**src/rtl/spi_sram_pkg.sv**
```systemverilog
// ============================================================================
//  Module   : spi_sram_pkg
//  Purpose  : Shared opcodes, widths, FSM encoding and frame builder for the
//             SPI SRAM byte controller.
//  Revision : 1.0 - initial release
// ============================================================================
`default_nettype none

package spi_sram_pkg;

  localparam logic [7:0] CMD_READ  = 8'h03;
  localparam logic [7:0] CMD_WRITE = 8'h02;
  localparam int         ADDR_W    = 24;
  localparam int         DATA_W    = 8;
  localparam int         FRAME_W   = 40;

  typedef enum logic [1:0] {
    ST_IDLE  = 2'd0,
    ST_SHIFT = 2'd1,
    ST_DONE  = 2'd2
  } state_t;

  // Read frames carry a zero data byte; the slave ignores it.
  function automatic logic [FRAME_W-1:0] build_frame(
    input logic              wr,
    input logic [ADDR_W-1:0] addr,
    input logic [DATA_W-1:0] wdata
  );
    return {(wr ? CMD_WRITE : CMD_READ), addr, (wr ? wdata : 8'h00)};
  endfunction

endpackage

`default_nettype wire

```
**src/rtl/spi_sram_ctrl_if.sv**
```systemverilog
// ============================================================================
//  Module   : spi_sram_ctrl_if
//  Purpose  : Request/response bus between a client and the SPI SRAM
//             controller.
//  Revision : 1.0 - initial release
// ============================================================================
`default_nettype none

interface spi_sram_ctrl_if;
  import spi_sram_pkg::*;

  logic              req_valid;
  logic              req_ready;
  logic              req_write;
  logic [ADDR_W-1:0] req_addr;
  logic [DATA_W-1:0] req_wdata;
  logic              rsp_valid;
  logic [DATA_W-1:0] rsp_rdata;

  modport master (
    output req_valid, req_write, req_addr, req_wdata,
    input  req_ready, rsp_valid, rsp_rdata
  );

  modport slave (
    input  req_valid, req_write, req_addr, req_wdata,
    output req_ready, rsp_valid, rsp_rdata
  );
endinterface

`default_nettype wire

```
**src/rtl/spi_sram_sck_gen.sv**
```systemverilog
// ============================================================================
//  Module   : spi_sram_sck_gen
//  Purpose  : Mode-0 SPI clock divider; flags the clk edges on which SCK
//             rises and falls so the shifter can act on them.
//  Revision : 1.0 - initial release
// ============================================================================
`default_nettype none

module spi_sram_sck_gen #(
  parameter int SCK_HALF = 1
) (
  input  logic clk,
  input  logic rst_n,
  input  logic ena,
  input  logic run,
  output logic sck,
  output logic rise,
  output logic fall
);

  localparam int               DIV_W      = $clog2(SCK_HALF) + 1;
  localparam logic [DIV_W-1:0] c_div_last = DIV_W'(SCK_HALF - 1);

  logic [DIV_W-1:0] r_div;
  logic             r_sck;
  logic             w_phase_end;

  assign w_phase_end = run && (r_div == c_div_last);
  assign rise        = w_phase_end && !r_sck;
  assign fall        = w_phase_end && r_sck;
  assign sck         = r_sck;

  // Outside a frame the divider is parked at zero so every frame starts
  // with a full low half-period.
  always_ff @(posedge clk) begin
    if (!rst_n) begin
      r_div <= '0;
      r_sck <= 1'b0;
    end else if (ena) begin
      if (!run) begin
        r_div <= '0;
        r_sck <= 1'b0;
      end else if (w_phase_end) begin
        r_div <= '0;
        r_sck <= ~r_sck;
      end else begin
        r_div <= r_div + 1'b1;
      end
    end
  end

endmodule

`default_nettype wire

```
**src/rtl/spi_sram_ctrl.sv**
```systemverilog
// ============================================================================
//  Module   : spi_sram_ctrl
//  Purpose  : Single-byte read/write controller for a 24-bit-address SPI
//             SRAM, issuing one 40-bit mode-0 frame per request.
//  Revision : 1.0 - initial release
// ============================================================================
`default_nettype none

module spi_sram_ctrl
  import spi_sram_pkg::*;
#(
  parameter int SCK_HALF = 1
) (
  input  logic            clk,
  input  logic            rst_n,
  input  logic            ena,
  spi_sram_ctrl_if.slave  bus,
  output logic            sram_cs_n,
  output logic            sram_sck,
  output logic            sram_si,
  input  logic            sram_so
);

  state_t              r_state;
  logic [FRAME_W-1:0]  r_frame;
  logic [5:0]          r_bit;
  logic                r_write;
  logic                r_cs_n;
  logic                r_si;
  logic                r_rsp_valid;
  logic [DATA_W-1:0]   r_rdata;

  logic                w_run;
  logic                w_rise;
  logic                w_fall;
  logic                w_accept;
  logic [FRAME_W-1:0]  w_frame;

  assign bus.req_ready = rst_n && ena && (r_state == ST_IDLE);
  assign w_accept      = bus.req_valid && bus.req_ready;
  assign w_run         = (r_state == ST_SHIFT);
  assign w_frame       = build_frame(bus.req_write, bus.req_addr, bus.req_wdata);

  assign bus.rsp_valid = r_rsp_valid;
  assign bus.rsp_rdata = r_rdata;
  assign sram_cs_n     = r_cs_n;
  assign sram_si       = r_si;

  spi_sram_sck_gen #(
    .SCK_HALF (SCK_HALF)
  ) u_sck_gen (
    .clk   (clk),
    .rst_n (rst_n),
    .ena   (ena),
    .run   (w_run),
    .sck   (sram_sck),
    .rise  (w_rise),
    .fall  (w_fall)
  );

  always_ff @(posedge clk) begin
    if (!rst_n) begin
      r_state     <= ST_IDLE;
      r_frame     <= '0;
      r_bit       <= '0;
      r_write     <= 1'b0;
      r_cs_n      <= 1'b1;
      r_si        <= 1'b0;
      r_rsp_valid <= 1'b0;
      r_rdata     <= '0;
    end else if (ena) begin
      case (r_state)
        ST_IDLE: begin
          if (w_accept) begin
            r_state <= ST_SHIFT;
            r_frame <= w_frame;
            r_si    <= w_frame[FRAME_W-1];
            r_bit   <= '0;
            r_write <= bus.req_write;
            r_cs_n  <= 1'b0;
            r_rdata <= '0;
          end
        end
        ST_SHIFT: begin
          // Only the trailing data byte of a read carries slave output.
          if (w_rise && !r_write && (r_bit >= 6'd32))
            r_rdata <= {r_rdata[DATA_W-2:0], sram_so};
          if (w_fall) begin
            if (r_bit == 6'd39) begin
              r_state     <= ST_DONE;
              r_cs_n      <= 1'b1;
              r_si        <= 1'b0;
              r_rsp_valid <= 1'b1;
            end else begin
              r_bit   <= r_bit + 6'd1;
              r_frame <= {r_frame[FRAME_W-2:0], 1'b0};
              r_si    <= r_frame[FRAME_W-2];
            end
          end
        end
        ST_DONE: begin
          r_state     <= ST_IDLE;
          r_rsp_valid <= 1'b0;
        end
        default: begin
          r_state <= ST_IDLE;
        end
      endcase
    end
  end

endmodule

`default_nettype wire
```
**src/flat_wrapper.sv**
```systemverilog
// flat-port wrapper written by rule: the top's interface ports become plain ports
module spi_sram_ctrl_flat import spi_sram_pkg::*;
#(
  parameter int SCK_HALF = 1
)
  (clk, rst_n, ena, sram_cs_n, sram_sck, sram_si, sram_so, bus_req_valid, bus_req_write, bus_req_addr, bus_req_wdata, bus_req_ready, bus_rsp_valid, bus_rsp_rdata);
  spi_sram_ctrl_if bus_i ();
  input  logic clk;
  input  logic rst_n;
  input  logic ena;
  output logic sram_cs_n;
  output logic sram_sck;
  output logic sram_si;
  input  logic sram_so;
  input wire logic [$bits(bus_i.req_valid)-1:0] bus_req_valid;
  input wire logic [$bits(bus_i.req_write)-1:0] bus_req_write;
  input wire logic [$bits(bus_i.req_addr)-1:0] bus_req_addr;
  input wire logic [$bits(bus_i.req_wdata)-1:0] bus_req_wdata;
  output wire logic [$bits(bus_i.req_ready)-1:0] bus_req_ready;
  output wire logic [$bits(bus_i.rsp_valid)-1:0] bus_rsp_valid;
  output wire logic [$bits(bus_i.rsp_rdata)-1:0] bus_rsp_rdata;
  assign bus_i.req_valid = bus_req_valid;
  assign bus_i.req_write = bus_req_write;
  assign bus_i.req_addr = bus_req_addr;
  assign bus_i.req_wdata = bus_req_wdata;
  assign bus_req_ready = bus_i.req_ready;
  assign bus_rsp_valid = bus_i.rsp_valid;
  assign bus_rsp_rdata = bus_i.rsp_rdata;
  spi_sram_ctrl #(.SCK_HALF(SCK_HALF)) u_core (.clk(clk), .rst_n(rst_n), .ena(ena), .bus(bus_i), .sram_cs_n(sram_cs_n), .sram_sck(sram_sck), .sram_si(sram_si), .sram_so(sram_so));
endmodule
```
**config.mk**
```make
export PLATFORM = sky130hd
export DESIGN_NAME = spi_sram_ctrl_flat
export DESIGN_NICKNAME = d
export VERILOG_FILES = /design/src/rtl/spi_sram_pkg.sv /design/src/rtl/spi_sram_ctrl_if.sv /design/src/rtl/spi_sram_sck_gen.sv /design/src/rtl/spi_sram_ctrl.sv /design/src/flat_wrapper.sv
export SDC_FILE = /design/constraint.sdc
export NUM_CORES = 1
export LEC_CHECK = 0
export BUFFER_PORTS_ARGS = -buffer_cell sky130_fd_sc_hd__buf_2
export CAP_MARGIN = 10
export CELL_PAD_IN_SITES_DETAIL_PLACEMENT = 1
export CELL_PAD_IN_SITES_GLOBAL_PLACEMENT = 1
export CORE_AREA = 2 2 90 92
export DETAILED_ROUTE_END_ITERATION = 16
export DIE_AREA = 0 0 92 94
export PLACE_DENSITY = 0.84
export SETUP_SLACK_MARGIN = 0.15
export SYNTH_ARGS = -nofsm -noshare
export SYNTH_HDL_FRONTEND = slang
export SYNTH_SLANG_ARGS = --single-unit
```
**constraint.sdc**
```tcl
create_clock -name clk -period 1.9 [get_ports clk]
set_input_delay 0.19 -clock clk [delete_from_list [all_inputs] [get_ports clk]]
set_output_delay 0.19 -clock clk [all_outputs]
set_load 0.05 [all_outputs]
```
* Word level (Yosys, flattened, before mapping)
Cells that the tools add are included.
W data, S select, Z words.
** Cells by class
- Add/subtract/negate cells :: 2
- Reductions and logical operators :: 21
- Equality and inequality tests :: 9
- Mux-type cells :: 30
- Bitwise logic cells :: 2
- Order comparisons :: 1
** Operators by type and width (count)
- $mux W39 :: 3
- $pmux W39 S2 :: 1
- $mux W8 :: 3
- $mux W6 :: 3
- $pmux W8 S2 :: 1
- $reduce_and A4 Y1 :: 4
- $pmux W6 S2 :: 1
- $mux W1 :: 11
- $ne A2 B1 Y1 const B :: 5
- $reduce_and A5 Y1 :: 2
- $logic_and A1 B1 Y1 :: 8
- $add A6 B1 Y6 const B :: 1
- $eq A6 B6 Y1 const B :: 1
- $ge A6 B6 Y1 const B :: 1
- $mux W2 :: 3
- $pmux W1 S2 :: 3
- $pmux W2 S2 :: 1
- $reduce_bool A2 Y1 :: 2
- $reduce_and A3 Y1 :: 1
- $eq A2 B1 Y1 const B :: 1
- $eq A2 B2 Y1 const B :: 1
- $logic_not A1 Y1 :: 2
- $logic_not A2 Y1 :: 1
- $ne A2 B2 Y1 const B :: 1
- 3 further kinds :: 4
** Storage, ports and cells
- Bits in registers :: 61
- Logic and storage cells :: 75
- Output and inout bits :: 13
- Bits of input ports :: 38

* Depth between registers and ports, before layout
- Word-level depth :: 7
- Mapped depth :: 9
- Depth with buffers taken out :: 6

* Modules after synthesis
From an unflattened synthesis, not the netlist that was laid out.
** Second synthesis, totals
- Cell total of the unflattened synthesis :: 335
- Area total of the unflattened synthesis :: 2881.5 µm²
** Modules (own cells, without submodules)
- spi_sram_ctrl :: area an instance 2782.7 µm², cells each 326, times used 1, seq. area each 1181.1 µm²
- spi_sram_sck_gen :: area an instance 98.8 µm², cells each 9, times used 1, seq. area each 40.0 µm²

* Worst setup path before layout
No wires, ideal clock.
- Kind :: reg2reg
- From :: reg u_core.u_sck_gen.r_sck (netlist: u_core.u_sck_gen.sck)
- To :: reg u_core.r_frame[10]
- Clock period less this slack :: 1.900 ns
- Path buffers :: 2
- Data arrival time :: 1.754 ns
- Stages on the path, launching flop included :: 7
- Slack :: 0.000 ns
- Required time :: 1.754 ns
- Library setup time :: 0.146 ns
- Cells stage by stage :: dfxtp_1 nand2b_1 a221oi_4 and2_1 buf_6 buf_6 a211oi_2
** Between the ends
- Cells in the longest elaborated chain, start to end :: 3
** RTL lines
- start: declaration :: RTL line spi_sram_sck_gen.sv:25 : logic r_sck;
- start signal: assignment :: RTL line spi_sram_sck_gen.sv:45 : r_sck <= ~r_sck;
- $logic_and A1 B1 Y1 :: RTL line spi_sram_sck_gen.sv:30 : assign fall = w_phase_end && r_sck;
- $ne A2 B1 Y1 (no line)
- $reduce_and A5 Y1 (no line)
- end signal: assignment :: RTL line spi_sram_ctrl.sv:76 : r_frame <= w_frame;
- end signal: assignment :: RTL line spi_sram_ctrl.sv:96 : r_frame <= {r_frame[FRAME_W-2:0], 1'b0};
- end: declaration :: RTL line spi_sram_ctrl.sv:25 : logic [FRAME_W-1:0] r_frame;
Every way passes these cells.
A chain may end at the register's enable or synchronous reset.

* Worst setup path after layout
- From :: reg u_core.r_state[1]
- To :: reg u_core.r_frame[4]
** Between the ends
- Cells in the longest elaborated chain, start to end :: 5
- Elaborated cells between the ends (all ways) :: 12
- Those cells by class :: 4 x eq/ne; 1 x mux; 7 x reduce/logical
** RTL lines
- start: declaration :: RTL line spi_sram_ctrl.sv:24 : state_t r_state;
- start signal: assignment :: RTL line spi_sram_ctrl.sv:63 : r_state <= ST_IDLE;
- start signal: assignment :: RTL line spi_sram_ctrl.sv:75 : r_state <= ST_SHIFT;
- start signal: assignment :: RTL line spi_sram_ctrl.sv:90 : r_state <= ST_DONE;
- $eq A2 B1 Y1 or $logic_not A2 Y1 (tied branches) :: RTL line spi_sram_ctrl.sv:41, spi_sram_ctrl.sv:72, spi_sram_ctrl.sv:39
- $logic_and A1 B1 Y1 (on tied branches) :: RTL line spi_sram_sck_gen.sv:28, spi_sram_ctrl.sv:39
- $logic_and A1 B1 Y1 (on tied branches) :: RTL line spi_sram_sck_gen.sv:30, spi_sram_ctrl.sv:40
- $ne A2 B1 Y1 (no line)
- $reduce_and A5 Y1 (no line)
Several ways; a longest one is shown, not always the timed one.

==> reports/summary.json <==
{
  "cts": {
    "worst_path_clk_slew_ns": 0.07,
    "cts.sink_count": 61,
    "clock_insertion_delay_worst_skew_ns": 0.34,
    "clock_path_buffers": 2,
    "htreeDepth": 3,
    "numCtsBuffers": 9,
    "clockRootBuffer": "sky130_fd_sc_hd__clkbuf_8",
    "ctsHoldBuffers": 0,
    "cts_tree": "built"
  },
  "synthesis": {
    "primary_flip_flop_cell_chosen_by_synthesis_mapping": "sky130_fd_sc_hd__dfxtp_1",
    "netlist_cell_types": 45,
    "post-synth-top-area-cell": "sky130_fd_sc_hd__dfxtp_1",
    "netlist_top_cells_area": "sky130_fd_sc_hd__dfxtp_1, sky130_fd_sc_hd__a211oi_2, sky130_fd_sc_hd__mux2i_1, sky130_fd_sc_hd__a21oi_1, sky130_fd_sc_hd__nand2_1",
    "syn-mean-instance-area_um2": 10.0,
    "synth.yosys.warnings": 0,
    "synthesis.nets": 339,
    "seq_area_frac_synth": 0.414,
    "asyncSetResetFlopFracSynth": 0,
    "yosys_register_bits": 61,
    "synth_top_area_frac": 0.414,
    "syn_inst": 294,
    "synth_enable_flop_cells": 0,
    "mappedNetlistArea_um2": 2950
  },
  "place": {
    "post_detailed_placement_cell_area_um2": 3350,
    "post-place-ws_ns": -0.119,
    "gpl.final_weighted_congestion": 0.736,
    "dp_hpwl_mm": 5.26,
    "numPortBuffers": 50
  },
  "detailed_routing": {
    "drt-wirelength-per-cell_um": 18.0,
    "detail_route.iter0.violations": 78,
    "routed-via-count": 2554,
    "drtAntennaViolNets": 0,
    "detail_route.first_pass.iterations": 4,
    "drt_drc_violations_left": 0,
    "routed_via_density": 5.49,
    "postRouteWirelength_mm": 8.35
  },
  "global_routing": {
    "grt_remaining_overflow": 0,
    "grt_first_pass_wirelength_mm": 13.3,
    "track_usage": 0.197,
    "via_count_of_the_first_global_routing_pass": 2723,
    "grt_antenna_before_repair": 0,
    "grt_max_degree": 27
  },
  "sta": {
    "final_max_slew_viol_count": 0,
    "timing.final.setup_violations": 0,
    "max_clock_freq_mhz": 549,
    "setup_repair_after_global_routing_missed_its_margin": "yes",
    "final.setup.tns_ns": 0,
    "skew_ns": 0.00928,
    "finalHoldViolations": 0,
    "fin_crit_sh": 0.959,
    "postLayoutSetupSlackWorst_ns": 0.0784,
    "finalWorstPathRequiredPeriod_ns": 1.82,
    "worst_slew_pin_tran_ns": 0.447,
    "timing.max_slew.rel_slack": 0.702
  },
  "worst_setup_path": {
    "critical_path_launch_point_type": "flop",
    "endpoint_kind": "flop",
    "worstSetupPathType": "reg -> reg",
    "timing.rr.start": "u_core.r_state[1]$_SDFFE_PN0P_",
    "worst_setup_startpoint": "u_core.r_state[1]$_SDFFE_PN0P_",
    "peak_fanout_along_the_critical_path": 8,
    "critPathRequiredTime_ns": 2.11,
    "cp_data_arrival_time_ns": 2.04
  },
  "floorplan": {
    "top_level_ports": 51,
    "dieArea_um2": 8650,
    "coreArea_um2": 7610,
    "die_w_um": 92,
    "die_height_um": 94,
    "initial_core_util": 0.388,
    "rows": 32
  },
  "layout": {
    "synthToLayoutAreaGrowth_pct": 28.5,
    "most_frequent_standard_cell_in_the_layout_excluding_fill_and_tap_cells": "sky130_fd_sc_hd__dfxtp_1",
    "top_library_cells_by_usage_in_the_layout_fill_and_taps_aside": "sky130_fd_sc_hd__dfxtp_1, sky130_fd_sc_hd__buf_2, sky130_fd_sc_hd__a21oi_1",
    "number_of_diodes_added_for_antenna_fixing": 0,
    "design.final.nets": 404,
    "final_area_um2": 3790,
    "layout-drive-gt1-share": 0.408
  },
  "power": {
    "cellLeakagePower_nw": 1.38,
    "pwr_density_cell_nw_per_um2": 782,
    "ir_worst_vdd_mv": 0.366,
    "fin_total_pwr_w": 0.00296
  },
  "run_status": {
    "run_status": "finished, final reports clean"
  },
  "worst_hold_path": {
    "hold_path_class": "in -> reg",
    "hold_start": "sram_so"
  },
  "job": {
    "drv_cap": 0
  }
}
==> routing by layer <==
layer	wire length, um	vias to the layer above	track usage	share of wire
met4	197	0	0.101	0.024
met5	0	-	0	0
met1	3490	1269	0.225	0.42
met2	4430	45	0.356	0.53
met3	228	14	0.0313	0.027
li1	-	1226	-	-
==> report_power, final <==
group | leakage (nW) | total (W) | switching [W] | internal, W
combinational | 0.778 | 0.000448 | 0.000251 | 0.000198
clock | 0.101 | 0.00117 | 0.000509 | 0.000665
sequential | 0.496 | 0.00134 | 0.0000256 | 0.00132
total | 1.38 | 0.00296 | 0.000785 | 0.00218
==> state kept, by name (all words and copies together) (netlist names) <==
signal,cells
u_core.sram_si,1
u_core.u_sck_gen.r_div,1
u_core.r_frame,39
u_core.r_bit,6
u_core.r_state,2
u_core.bus.rsp_valid,1
u_core.bus.rsp_rdata,8
u_core.u_sck_gen.sck,1
u_core.sram_cs_n,1
u_core.r_write,1
==> per-stage QoR <==
step,cells,utilization,hold slack (ns)
CTS,460,0.487,0.0973
global placement,436,0.440,0.440
floorplan,294,-,0.333
global route,465,0.498,0.113
detailed placement,436,0.440,0.461
finish,465,0.498,0.106
==> area by class of cell <==
cell class / count / area [um2]
clock buffers: 11 / 151
clock inverters: 4 / 47.5
fillers: 880 / 3820
inverters: 9 / 41.3
multi-input cells: 198 / 1630
flip-flops and latches: 61 / 1230
well taps: 102 / 128
repair buffers: 80 / 558
==> critical path: stages (launching register included) <==
cell	delay, ns
sky130_fd_sc_hd__dfxtp_4	0.36
sky130_fd_sc_hd__inv_6	0.08
sky130_fd_sc_hd__ha_4	0.16
sky130_fd_sc_hd__nand4_4	0.10
sky130_fd_sc_hd__a221oi_4	0.30
sky130_fd_sc_hd__buf_12	0.16
sky130_fd_sc_hd__and2_4	0.21
sky130_fd_sc_hd__buf_6	0.13
sky130_fd_sc_hd__buf_12	0.12
sky130_fd_sc_hd__a211oi_2	0.06
==> final timing paths <==
check | end | slack [ns] | cells after the start
setup / recovery | u_core.r_frame[4]$_SDFFE_PN0P_ | 0.08 | 9
hold / removal | u_core.bus.rsp_rdata[0]$_SDFFE_PN0P_ | 0.11 | 3
setup reg to reg | u_core.r_frame[4]$_SDFFE_PN0P_ | 0.08 | 9
hold reg to reg | u_core.bus.rsp_rdata[7]$_SDFFE_PN0P_ | 0.47 | 2
==> cells in the mapped netlist, types with 2 or more instances <==
| library cell | n |
|---|---|
| sky130_fd_sc_hd__dfxtp_1 | 61 |
| sky130_fd_sc_hd__a21oi_1 | 35 |
| sky130_fd_sc_hd__a211oi_2 | 30 |
| sky130_fd_sc_hd__nand2_1 | 28 |
| sky130_fd_sc_hd__mux2i_1 | 27 |
| sky130_fd_sc_hd__o22ai_1 | 16 |
| sky130_fd_sc_hd__clkbuf_1 | 10 |
| sky130_fd_sc_hd__buf_2 | 9 |
| sky130_fd_sc_hd__a22oi_1 | 7 |
| sky130_fd_sc_hd__ha_1 | 7 |
| sky130_fd_sc_hd__inv_1 | 7 |
| sky130_fd_sc_hd__buf_6 | 5 |
| sky130_fd_sc_hd__a211oi_1 | 4 |
| sky130_fd_sc_hd__and3_1 | 4 |
| sky130_fd_sc_hd__and2_1 | 3 |
| sky130_fd_sc_hd__nand2b_1 | 3 |
| sky130_fd_sc_hd__nand3_1 | 3 |
| sky130_fd_sc_hd__nand4_1 | 3 |
| sky130_fd_sc_hd__nor2_1 | 3 |
| sky130_fd_sc_hd__a21o_1 | 2 |
| sky130_fd_sc_hd__inv_2 | 2 |
| sky130_fd_sc_hd__o21ai_1 | 2 |
==> cell families after synthesis <==
family,count (synthesis),synth area share
AO/OA/AOI/OAI,109,0.303
buffers and inverters,35,0.0624
AND/OR/NAND/NOR,54,0.0955
adder cells (fa/ha/maj),7,0.0297
multiplexers,28,0.0955
flip-flops,61,0.414
==> what timing repair did <==
action	CTS	global route
pin swaps	4	6
gates resized for setup	17	9
setup endpoints to repair	58	51
buffers inserted	7	5
gates cloned	2	0
No activity file was read; power rests on OpenSTA's default activity.
